### config.mk
export PLATFORM = sky130hd
export DESIGN_NAME = phy_rx_core
export DESIGN_NICKNAME = d
export VERILOG_FILES = /design/src/rtl/phy_rx_core.sv
export SDC_FILE = /design/constraint.sdc
export NUM_CORES = 1
export LEC_CHECK = 0
export CAP_MARGIN = 20
export CORE_ASPECT_RATIO = 1.4
export CORE_MARGIN = 1
export CORE_UTILIZATION = 56
export DETAILED_ROUTE_END_ITERATION = 7
export HOLD_SLACK_MARGIN = 0.03
export PLACE_DENSITY = 0.9
export SYNTH_ARGS = -nofsm -noshare
export SYNTH_HDL_FRONTEND = slang
export SYNTH_SLANG_ARGS = --single-unit
### constraint.sdc
create_clock -name clk_32f -period 3.8 [get_ports clk_32f]
set_input_delay 0.76 -clock clk_32f [delete_from_list [all_inputs] [get_ports clk_32f]]
set_output_delay 0.76 -clock clk_32f [all_outputs]
set_load 0.01 [all_outputs]
### src/rtl/phy_rx_core.sv
// Serial-link receiver: hunts for COMMA byte alignment, locks after LOCK_COUNT aligned commas,
// then splits the byte stream into four rotating lanes and presents one frame every 32 bits.
module phy_rx_core #(
  parameter logic [7:0]  COMMA      = 8'hBC,
  parameter int unsigned LOCK_COUNT = 4
) (
  input  logic       clk_32f,
  input  logic       reset,
  input  logic       serial_in,
  output logic [7:0] data_out0,
  output logic [7:0] data_out1,
  output logic [7:0] data_out2,
  output logic [7:0] data_out3,
  output logic       valid_out0,
  output logic       valid_out1,
  output logic       valid_out2,
  output logic       valid_out3,
  output logic       frame_stb,
  output logic       active,
  output logic       idle
);

  localparam logic [1:0] ST_HUNT  = 2'd0;
  localparam logic [1:0] ST_ALIGN = 2'd1;
  localparam logic [1:0] ST_SYNC  = 2'd2;

  logic [1:0] state_q, state_d;
  logic [7:0] sr_q, sr_d;
  logic [2:0] bit_cnt_q, bit_cnt_d;
  logic [3:0] bc_cnt_q, bc_cnt_d;
  logic [1:0] slot_ptr_q, slot_ptr_d;
  logic [7:0] lane_reg_q [4];
  logic [7:0] lane_reg_d [4];
  logic [3:0] lane_vld_q, lane_vld_d;
  logic [7:0] data_q [4];
  logic [7:0] data_d [4];
  logic [3:0] vld_q, vld_d;
  logic       stb_q, stb_d;
  logic       active_q, active_d;
  logic       idle_q, idle_d;

  logic [7:0] window;
  logic [3:0] bc_inc;
  logic       byte_vld;

  // The window sees the bit arriving on this edge, so a byte is complete when bit_cnt is 7.
  assign window   = {sr_q[6:0], serial_in};
  assign bc_inc   = bc_cnt_q + 4'd1;
  assign byte_vld = (window != COMMA);

  always_comb begin
    // NOTE: every signal assigned here gets a default first, so no path leaves one unassigned
    // and no latch is inferred.
    state_d    = state_q;
    sr_d       = window;
    bit_cnt_d  = bit_cnt_q;
    bc_cnt_d   = bc_cnt_q;
    slot_ptr_d = slot_ptr_q;
    lane_reg_d = lane_reg_q;
    lane_vld_d = lane_vld_q;
    data_d     = data_q;
    vld_d      = vld_q;
    stb_d      = 1'b0;
    active_d   = active_q;
    idle_d     = idle_q;

    case (state_q)
      ST_HUNT: begin
        if (window == COMMA) begin
          bc_cnt_d  = 4'd1;
          bit_cnt_d = 3'd0;
          state_d   = ST_ALIGN;
        end
      end
      ST_ALIGN: begin
        bit_cnt_d = bit_cnt_q + 3'd1;
        if (bit_cnt_q == 3'd7) begin
          if (window == COMMA) begin
            bc_cnt_d = bc_inc;
            if (bc_inc == 4'(LOCK_COUNT)) begin
              state_d    = ST_SYNC;
              active_d   = 1'b1;
              slot_ptr_d = 2'd0;
              bit_cnt_d  = 3'd0;
            end
          end else begin
            bc_cnt_d = 4'd0;
            state_d  = ST_HUNT;
          end
        end
      end
      ST_SYNC: begin
        bit_cnt_d = bit_cnt_q + 3'd1;
        if (bit_cnt_q == 3'd7) begin
          lane_reg_d[slot_ptr_q] = window;
          lane_vld_d[slot_ptr_q] = byte_vld;
          slot_ptr_d             = slot_ptr_q + 2'd1;
          // Lane 3 bypasses its holding register so the frame appears on the edge that completes it.
          if (slot_ptr_q == 2'd3) begin
            data_d[0] = lane_reg_q[0];
            data_d[1] = lane_reg_q[1];
            data_d[2] = lane_reg_q[2];
            data_d[3] = window;
            vld_d     = {byte_vld, lane_vld_q[2:0]};
            stb_d     = 1'b1;
            idle_d    = ~(byte_vld | (|lane_vld_q[2:0]));
          end
        end
      end
      default: state_d = ST_HUNT;
    endcase
  end

  // NOTE: all state, including the small lane holding array, is cleared by the async reset so a
  // mid-operation reset leaves nothing stale on the outputs; updates are non-blocking (<=).
  always_ff @(posedge clk_32f or negedge reset) begin
    if (!reset) begin
      state_q    <= ST_HUNT;
      sr_q       <= '0;
      bit_cnt_q  <= '0;
      bc_cnt_q   <= '0;
      slot_ptr_q <= '0;
      lane_reg_q <= '{default: '0};
      lane_vld_q <= '0;
      data_q     <= '{default: '0};
      vld_q      <= '0;
      stb_q      <= 1'b0;
      active_q   <= 1'b0;
      idle_q     <= 1'b0;
    end else begin
      state_q    <= state_d;
      sr_q       <= sr_d;
      bit_cnt_q  <= bit_cnt_d;
      bc_cnt_q   <= bc_cnt_d;
      slot_ptr_q <= slot_ptr_d;
      lane_reg_q <= lane_reg_d;
      lane_vld_q <= lane_vld_d;
      data_q     <= data_d;
      vld_q      <= vld_d;
      stb_q      <= stb_d;
      active_q   <= active_d;
      idle_q     <= idle_d;
    end
  end

  assign data_out0  = data_q[0];
  assign data_out1  = data_q[1];
  assign data_out2  = data_q[2];
  assign data_out3  = data_q[3];
  assign valid_out0 = vld_q[0];
  assign valid_out1 = vld_q[1];
  assign valid_out2 = vld_q[2];
  assign valid_out3 = vld_q[3];
  assign frame_stb  = stb_q;
  assign active     = active_q;
  assign idle       = idle_q;

endmodule

==> flow_results.xml, run 1 <==
<?xml version="1.0" encoding="UTF-8"?>
<metrics>
  <group name="synth">
    <metric name="post_synthesis_instance_area" unit="um2">3500</metric>
    <metric name="synth.net_count" unit="">265</metric>
    <metric name="post_synth_inst_count" unit="">250</metric>
    <metric name="yosysSeqAreaShare" unit="%">60.0</metric>
    <metric name="post_synth_edffs" unit="">0</metric>
    <metric name="dominantRegCellSynth" unit="">dfrtp_1</metric>
    <metric name="synth-async-reset-ratio" unit="%">100</metric>
    <metric name="synth_warnings" unit="">0</metric>
    <metric name="synthDistinctLibCells" unit="">45</metric>
    <metric name="avg_inst_size_synth" unit="um2">14.0</metric>
    <metric name="synth.ff_latch_count" unit="">84</metric>
  </group>
  <group name="route">
    <metric name="drt_first_iter_violations" unit="">135</metric>
    <metric name="drt.antenna.violating_nets" unit="">0</metric>
    <metric name="vias" unit="">2164</metric>
    <metric name="avgRoutedWirePerCell" unit="um">17.3</metric>
    <metric name="remaining_drc_errors" unit="">0</metric>
    <metric name="detailedRoute.firstPassIterationCount" unit="">4</metric>
    <metric name="finalWirelength" unit="um">6460</metric>
    <metric name="via_per_inst" unit="">5.80</metric>
  </group>
  <group name="cts">
    <metric name="max-clock-path-buffers" unit="">2</metric>
    <metric name="clock_buffer_count_from_cts" unit="">9</metric>
    <metric name="post_cts_hold_buffer_count" unit="">0</metric>
    <metric name="cts-root-buf" unit="">clkbuf_8</metric>
    <metric name="htree_levels" unit="">3</metric>
    <metric name="clock_insertion_delay_worst_skew" unit="ns">0.35</metric>
    <metric name="cts_tree" unit="">done</metric>
    <metric name="post_cts.repair.setup_buffers" unit="">0</metric>
    <metric name="clk_pin_slew_worst_paths" unit="ns">0.08</metric>
    <metric name="postCtsResizedCells" unit="">0</metric>
    <metric name="cts.sink_count" unit="">84</metric>
  </group>
  <group name="critical_path">
    <metric name="cp-startpoint" unit="">bit_cnt_q[0]$_DFFE_PN0P_</metric>
    <metric name="timing.setup.critical_path_class" unit="">flip-flop to flip-flop</metric>
    <metric name="crit_path_frequent_cell" unit="">ha_1</metric>
    <metric name="worst_setup_path_end_kind" unit="">flip-flop</metric>
    <metric name="critical_path.top_delay_family" unit="">adder cells</metric>
    <metric name="slowest_stage" unit="">buf_4</metric>
    <metric name="startpoint_type" unit="">flip-flop</metric>
    <metric name="critPathRequiredTime" unit="ns">4.03</metric>
    <metric name="cpPeakStageDelay" unit="ns">0.44</metric>
    <metric name="critical_path.reg2reg.startpoint" unit="">bit_cnt_q[0]$_DFFE_PN0P_</metric>
    <metric name="total_buffers_and_inverters_traversed_by_the_critical_path" unit="">1</metric>
    <metric name="worstPathCellList" unit="">ha_1 -&gt; ha_1 -&gt; and2_1 -&gt; nand2_1 -&gt; buf_4 -&gt; mux2_1</metric>
    <metric name="cp_data_arrival_time" unit="ns">2.47</metric>
    <metric name="crit_path_max_fanout" unit="">38</metric>
  </group>
  <group name="timing">
    <metric name="worst_margin_slew" unit="ns">0.514</metric>
    <metric name="fin_tns_setup" unit="ns">0</metric>
    <metric name="final-max-slew-violation-count" unit="">0</metric>
    <metric name="hold_viol_final" unit="">0</metric>
    <metric name="min_period_over_period" unit="%">59.1</metric>
    <metric name="max_slew_margin" unit="%">65.6</metric>
    <metric name="final.min_clock_period" unit="ns">2.24</metric>
    <metric name="setup_viol" unit="">0</metric>
    <metric name="fmax" unit="MHz">446</metric>
    <metric name="finalClockSkew" unit="ns">0.00998</metric>
    <metric name="unrepaired_setup_endpoints_after_global_routing" unit="">false</metric>
  </group>
  <group name="cells_and_area">
    <metric name="diodes" unit="">0</metric>
    <metric name="layout.cell_area.non_filler" unit="um2">4200</metric>
    <metric name="final_common_cell" unit="">dfrtp_1</metric>
    <metric name="fill_cell_total_of_the_finished_layout" unit="">409</metric>
    <metric name="final_cell_mix" unit="">dfrtp_1 (84), mux2_1 (45), clkdlybuf4s50_1 (40)</metric>
    <metric name="post_route_cells_drive_above_1_share" unit="%">12.5</metric>
    <metric name="area_growth_syn_to_layout" unit="%">19.9</metric>
    <metric name="nets" unit="">313</metric>
    <metric name="finish.utilization" unit="%">70.6</metric>
  </group>
  <group name="run_status">
    <metric name="outcome" unit="">completed</metric>
  </group>
  <group name="die">
    <metric name="die-area" unit="um2">6580</metric>
    <metric name="num_rows" unit="">33</metric>
    <metric name="width_of_the_chip" unit="um">68.8</metric>
    <metric name="die_h" unit="um">95.6</metric>
    <metric name="core_area" unit="um2">5950</metric>
    <metric name="start_util" unit="%">58.9</metric>
    <metric name="floorplan.io_pins" unit="">42</metric>
  </group>
  <group name="global_route">
    <metric name="overflow" unit="">0</metric>
    <metric name="maximum_number_of_pins_on_one_net_before_global_route_repair" unit="">85</metric>
    <metric name="via_count_of_the_first_global_routing_pass" unit="">2163</metric>
    <metric name="global_route.usage.total" unit="%">22.5</metric>
    <metric name="grt_antenna_before_repair" unit="">0</metric>
    <metric name="wire_length_of_the_first_global_routing_pass" unit="um">10600</metric>
  </group>
  <group name="worst_hold_path">
    <metric name="timing.hold.worst.class" unit="">input pin to async pin</metric>
  </group>
  <group name="place">
    <metric name="place_area" unit="um2">3980</metric>
    <metric name="globalplace.congestion" unit="">0.895</metric>
    <metric name="portBuffers" unit="">41</metric>
    <metric name="post-dp-hpwl" unit="um">4280</metric>
  </group>
  <group name="pwr">
    <metric name="static-leakage-power" unit="nW">2.06</metric>
    <metric name="vdd.ir_drop.worst" unit="V">0.000355</metric>
    <metric name="total_power" unit="mW">1.59</metric>
    <metric name="power_density" unit="nW/um2">379</metric>
  </group>
  <group name="run">
    <metric name="drv_cap" unit="">0</metric>
  </group>
</metrics>
==> cells in the mapped netlist (2+ instances only) <==
| cell | count | area share, % |
|---|---|---|
| a21o_1 | 2 | 0.43 |
| a21oi_1 | 3 | 0.43 |
| a22o_1 | 3 | 0.75 |
| buf_2 | 5 | 0.71 |
| dfrtp_1 | 84 | 60 |
| ha_1 | 12 | 4.3 |
| inv_1 | 9 | 0.96 |
| mux2_1 | 45 | 14 |
| mux2_2 | 14 | 4.5 |
| nand2_1 | 13 | 1.4 |
| nand3_1 | 3 | 0.43 |
| nand3b_1 | 2 | 0.43 |
| nand4_1 | 2 | 0.36 |
| nor2_1 | 2 | 0.21 |
| nor2b_1 | 2 | 0.36 |
| nor3_1 | 2 | 0.29 |
| nor4_1 | 2 | 0.36 |
| o211ai_1 | 2 | 0.43 |
| o21ai_0 | 12 | 1.7 |
| o21ai_1 | 3 | 0.43 |
| o31ai_1 | 3 | 0.64 |
| or2_1 | 2 | 0.36 |
==> sequential cells by signal, summed over array words and instances, names as in the netlist <==
name,flops
bit_cnt_q,3
vld_q,4
data_out1,8
idle,1
frame_stb,1
sr_q,7
data_out3,8
active,1
lane_reg_q,24
lane_vld_q,3
data_out2,8
bc_cnt_q,4
data_out0,8
state_q,2
slot_ptr_q,2
==> layout make-up <==
class                      instances  area, um2  area share [%]
tap                               70       87.6            2.09
multi-input combinational        151       1340            31.8
sequential                        84       2100            50.1
clock buffer                      12        165            3.93
timing repair buffer              43        443            10.6
clock inverter                     4       30.0           0.715
inverter                           9       33.8           0.805
==> per-stage QoR <==
stage | setup WS (ns) | hold WS [ns] | std cells
2_1_floorplan | 1.96 | 0.417 | 250
3_3_place_gp | 1.35 | 0.461 | 356
3_5_place_dp | 1.32 | 0.470 | 356
4_1_cts | 1.57 | 0.490 | 372
5_1_grt | 1.46 | 0.227 | 373
6_report | 1.56 | 0.234 | 373
==> worst reg2reg max path, delay by kind of cell, from the launching register on <==
kind / cells / cell delay (ns)
adders and majority gates: 2 / 0.48
and+or+nand+nor: 2 / 0.41
buffers and inverters: 1 / 0.44
DFF: 1 / 0.41
muxes: 1 / 0.40
==> worst paths after layout <==
kind	cells past startpoint	endpoint	slack [ns]
min	1	data_out3[0]$_DFFE_PN0P_	0.23
max	6	data_out2[7]$_DFFE_PN0P_	1.56
max in group asynchronous	2	data_out2[5]$_DFFE_PN0P_	2.99
min in group clk_32f	1	data_out2[1]$_DFFE_PN0P_	0.48
max reg2reg	6	data_out2[7]$_DFFE_PN0P_	1.56
min reg2reg	1	data_out2[1]$_DFFE_PN0P_	0.48
==> power by group <==
group | leakage, nW | total, mW | switching [mW] | internal [mW]
combinational | 0.849 | 0.0653 | 0.0449 | 0.0203
sequential | 1.11 | 0.912 | 0.0113 | 0.901
clock | 0.0994 | 0.612 | 0.317 | 0.295
==> kinds of logic (layout without fill, tap and decap cells) <==
kind of cell | count (synthesis) | count (layout) | share of synthesized area, %
multiplexers | 59 | 59 | 19.0
AND/OR/NAND/NOR | 39 | 39 | 6.68
buffers and inverters | 15 | 68 | 1.79
AO/OA/AOI/OAI | 41 | 41 | 8.22
adder cells (fa/ha/maj) | 12 | 12 | 4.29
flip-flops | 84 | 84 | 60.0
==> routing by layer <==
metal | share of wire, % | wire length, um | GRT usage, % | vias to the layer above
met5 | 0 | 0 | 0 | -
met4 | 1.4 | 93 | 10.0 | 0
met3 | 3.4 | 222 | 4.67 | 8
met2 | 51 | 3280 | 36.1 | 53
met1 | 44 | 2860 | 29.1 | 1098
li1 | - | - | - | 1005
(Power assumes the default switching activity.)
==> run 2: changes to the inputs <==
--- a/config.mk
+++ b/config.mk
@@ -8,10 +8,10 @@
 export CAP_MARGIN = 20
 export CORE_ASPECT_RATIO = 1.4
 export CORE_MARGIN = 1
-export CORE_UTILIZATION = 56
+export CORE_UTILIZATION = 50
 export DETAILED_ROUTE_END_ITERATION = 7
 export HOLD_SLACK_MARGIN = 0.03
-export PLACE_DENSITY = 0.9
+export PLACE_DENSITY = 0.86
 export SYNTH_ARGS = -nofsm -noshare
 export SYNTH_HDL_FRONTEND = slang
 export SYNTH_SLANG_ARGS = --single-unit
==> constraint.sdc (replaced) <==
create_clock -name clk_32f -period 1.9 [get_ports clk_32f]
set_input_delay 0.38 -clock clk_32f [delete_from_list [all_inputs] [get_ports clk_32f]]
set_output_delay 0.38 -clock clk_32f [all_outputs]
set_load 0.01 [all_outputs]
==> run 2 against run 1 <==
  * Count of clock-buffer cells in the layout fell by 3
  * Critical path depth did not move
  * Die area rose by 12%
  * Sequential share of layout area is 2.9 points lower
  * Via count grew 3.3%
  * Global-route usage decreased by 1.7 points
  * Final cell count increased by 11%
  * Non-clock buffer count is 19 higher
  * Largest cell class unchanged
  * Largest power group unchanged
  * Highest routed layer unchanged
==> flow_results.xml, run 2 (synthesis gave the netlist of run 1 again) <==
<?xml version="1.0" encoding="UTF-8"?>
<metrics>
  <group name="cts">
    <metric name="cts.sink_count" unit="">84</metric>
    <metric name="clk_pin_slew_worst_paths" unit="ns">0.09</metric>
    <metric name="max-clock-path-buffers" unit="">2</metric>
    <metric name="cts-root-buf" unit="">clkbuf_8</metric>
    <metric name="clock_buffer_count_from_cts" unit="">9</metric>
    <metric name="post_cts.repair.setup_buffers" unit="">0</metric>
    <metric name="clock_insertion_delay_worst_skew" unit="ns">0.37</metric>
    <metric name="cts_tree" unit="">done</metric>
    <metric name="htree_levels" unit="">3</metric>
  </group>
  <group name="route">
    <metric name="via_per_inst" unit="">5.40</metric>
    <metric name="detailedRoute.firstPassIterationCount" unit="">4</metric>
    <metric name="vias" unit="">2236</metric>
    <metric name="drt_first_iter_violations" unit="">127</metric>
    <metric name="drt.antenna.violating_nets" unit="">0</metric>
    <metric name="avgRoutedWirePerCell" unit="um">16.3</metric>
    <metric name="remaining_drc_errors" unit="">0</metric>
    <metric name="finalWirelength" unit="um">6740</metric>
  </group>
  <group name="global_route">
    <metric name="grt_antenna_before_repair" unit="">0</metric>
    <metric name="via_count_of_the_first_global_routing_pass" unit="">2264</metric>
    <metric name="overflow" unit="">0</metric>
    <metric name="global_route.usage.total" unit="%">20.8</metric>
    <metric name="maximum_number_of_pins_on_one_net_before_global_route_repair" unit="">54</metric>
    <metric name="wire_length_of_the_first_global_routing_pass" unit="um">11300</metric>
  </group>
  <group name="die">
    <metric name="die-area" unit="um2">7350</metric>
    <metric name="start_util" unit="%">52.6</metric>
    <metric name="core_area" unit="um2">6660</metric>
    <metric name="floorplan.io_pins" unit="">42</metric>
    <metric name="die_h" unit="um">101</metric>
    <metric name="width_of_the_chip" unit="um">72.7</metric>
    <metric name="num_rows" unit="">35</metric>
  </group>
  <group name="timing">
    <metric name="hold_viol_final" unit="">0</metric>
    <metric name="final.min_clock_period" unit="ns">1.87</metric>
    <metric name="max_slew_margin" unit="%">71.6</metric>
    <metric name="fin_tns_setup" unit="ns">0</metric>
    <metric name="fmax" unit="MHz">536</metric>
    <metric name="setup_viol" unit="">0</metric>
    <metric name="finalClockSkew" unit="ns">0.0150</metric>
    <metric name="worst_margin_slew" unit="ns">0.426</metric>
    <metric name="min_period_over_period" unit="%">98.3</metric>
    <metric name="final-max-slew-violation-count" unit="">0</metric>
  </group>
  <group name="critical_path">
    <metric name="cp-startpoint" unit="">bit_cnt_q[0]$_DFFE_PN0P_</metric>
    <metric name="reg2reg_to" unit="">lane_reg_q[16]$_DFFE_PN0P_</metric>
    <metric name="worst_setup_path_end_kind" unit="">flip-flop</metric>
    <metric name="crit_path_max_fanout" unit="">9</metric>
    <metric name="startpoint_type" unit="">flip-flop</metric>
    <metric name="timing.setup.critical_path_class" unit="">flip-flop to flip-flop</metric>
    <metric name="r2r_setup_slack" unit="ns">0.03</metric>
    <metric name="critPathRequiredTime" unit="ns">2.15</metric>
    <metric name="critical_path.reg2reg.startpoint" unit="">bit_cnt_q[0]$_DFFE_PN0P_</metric>
    <metric name="reg2regPathDepth" unit="">6</metric>
    <metric name="end_of_the_critical_path" unit="">lane_reg_q[16]$_DFFE_PN0P_</metric>
    <metric name="cp_data_arrival_time" unit="ns">2.12</metric>
  </group>
  <group name="cells_and_area">
    <metric name="largest_reg_flops" unit="">24</metric>
    <metric name="post_route_cells_drive_above_1_share" unit="%">18.3</metric>
    <metric name="final_common_cell" unit="">dfrtp_1</metric>
    <metric name="finish.utilization" unit="%">66.9</metric>
    <metric name="final_cell_mix" unit="">dfrtp_1 (84), mux2_1 (45), clkdlybuf4s50_1 (40)</metric>
    <metric name="final_cells" unit="">414</metric>
    <metric name="area_growth_syn_to_layout" unit="%">27.2</metric>
    <metric name="regMostFlops" unit="">lane_reg_q</metric>
    <metric name="nets" unit="">332</metric>
    <metric name="fill_cell_total_of_the_finished_layout" unit="">471</metric>
    <metric name="diodes" unit="">0</metric>
  </group>
  <group name="worst_hold_path">
    <metric name="timing.hold.worst.class" unit="">input pin to async pin</metric>
  </group>
  <group name="place">
    <metric name="portBuffers" unit="">41</metric>
    <metric name="post-dp-hpwl" unit="um">4700</metric>
    <metric name="cell_count_post_placement" unit="">397</metric>
    <metric name="globalplace.congestion" unit="">0.907</metric>
  </group>
  <group name="run_status">
    <metric name="outcome" unit="">completed</metric>
  </group>
  <group name="pwr">
    <metric name="total_power" unit="mW">3.29</metric>
    <metric name="static-leakage-power" unit="nW">2.17</metric>
    <metric name="vdd.ir_drop.worst" unit="V">0.000414</metric>
    <metric name="power_density" unit="nW/um2">739</metric>
  </group>
  <group name="run">
    <metric name="drv_cap" unit="">0</metric>
  </group>
</metrics>
[run 2: cell count changes in the layout (fill, tap and decap cells not counted), moves of 2 or more]
cell        delta
buf_4         +13
buf_12         +6
clkbuf_8       -3
clkinvlp_4     +2
[run 2: through the flow]
| step | worst slack (ns) | area, um2 | hold slack, ns |
|---|---|---|---|
| after CTS | 0.0226 | 4440 | 0.494 |
| final | 0.0327 | 4450 | 0.489 |
| after global placement | -0.0491 | 4220 | 0.348 |
| after floorplan | 0.0664 | 3500 | 0.0844 |
| after global routing | -0.0127 | 4450 | 0.514 |
| after detailed placement | -0.0877 | 4220 | 0.350 |
[run 2: per-layer routing]
metal / up-vias / share of wire [%] / global-route usage [%]
li1: 1047 / - / -
met1: 1125 / 43 / 26.3
met2: 54 / 52 / 33.9
met3: 10 / 3.7 / 4.30
met4: 0 / 1.6 / 9.95
met5: - / 0 / 0
[run 2: repair_timing]
| action | 4_1_cts | 5_1_grt |
|---|---|---|
| gates resized for setup | 0 | 3 |
| endpoints found under the hold margin | 31 | 0 |
| endpoints found under the setup margin | 0 | 7 |
| hold buffers | 1 | 0 |
[run 2: cell type report]
class	instances	area [um2]	share of cell area, %
Inverter	9	33.8	0.759
Timing Repair Buffer	62	643	14.4
Sequential cell	84	2100	47.2
Clock inverter	7	81.3	1.83
Clock buffer	9	124	2.78
Multi-Input combinational cell	151	1350	30.4
Tap cell	92	115	2.59
[run 2: critical path: stages, from the launching register on]
cell,delay (ns)
dfrtp_1,0.41
ha_1,0.23
ha_1,0.19
and2_1,0.23
nand2_1,0.19
buf_12,0.16
mux2_2,0.34
[run 2: how the worst min path moves through the flow]
stage	startpoint	to	slack, ns
after floorplan	reset	active$_DFFE_PN0P_	0.08
after global routing	lane_reg_q[14]$_DFFE_PN0P_	data_out2[6]$_DFFE_PN0P_	0.51
after global placement	reset	data_out2[0]$_DFFE_PN0P_	0.35
final	reset	data_out2[0]$_DFFE_PN0P_	0.49
after detailed placement	reset	data_out2[0]$_DFFE_PN0P_	0.35
after CTS	lane_reg_q[31]$_DFFE_PN0P_	data_out0[7]$_DFFE_PN0P_	0.49
[run 2: power by group]
part           internal (mW)  switching, mW
logic                 0.0533          0.102
clock network          0.625          0.689
registers               1.80         0.0186
total                   2.48          0.809
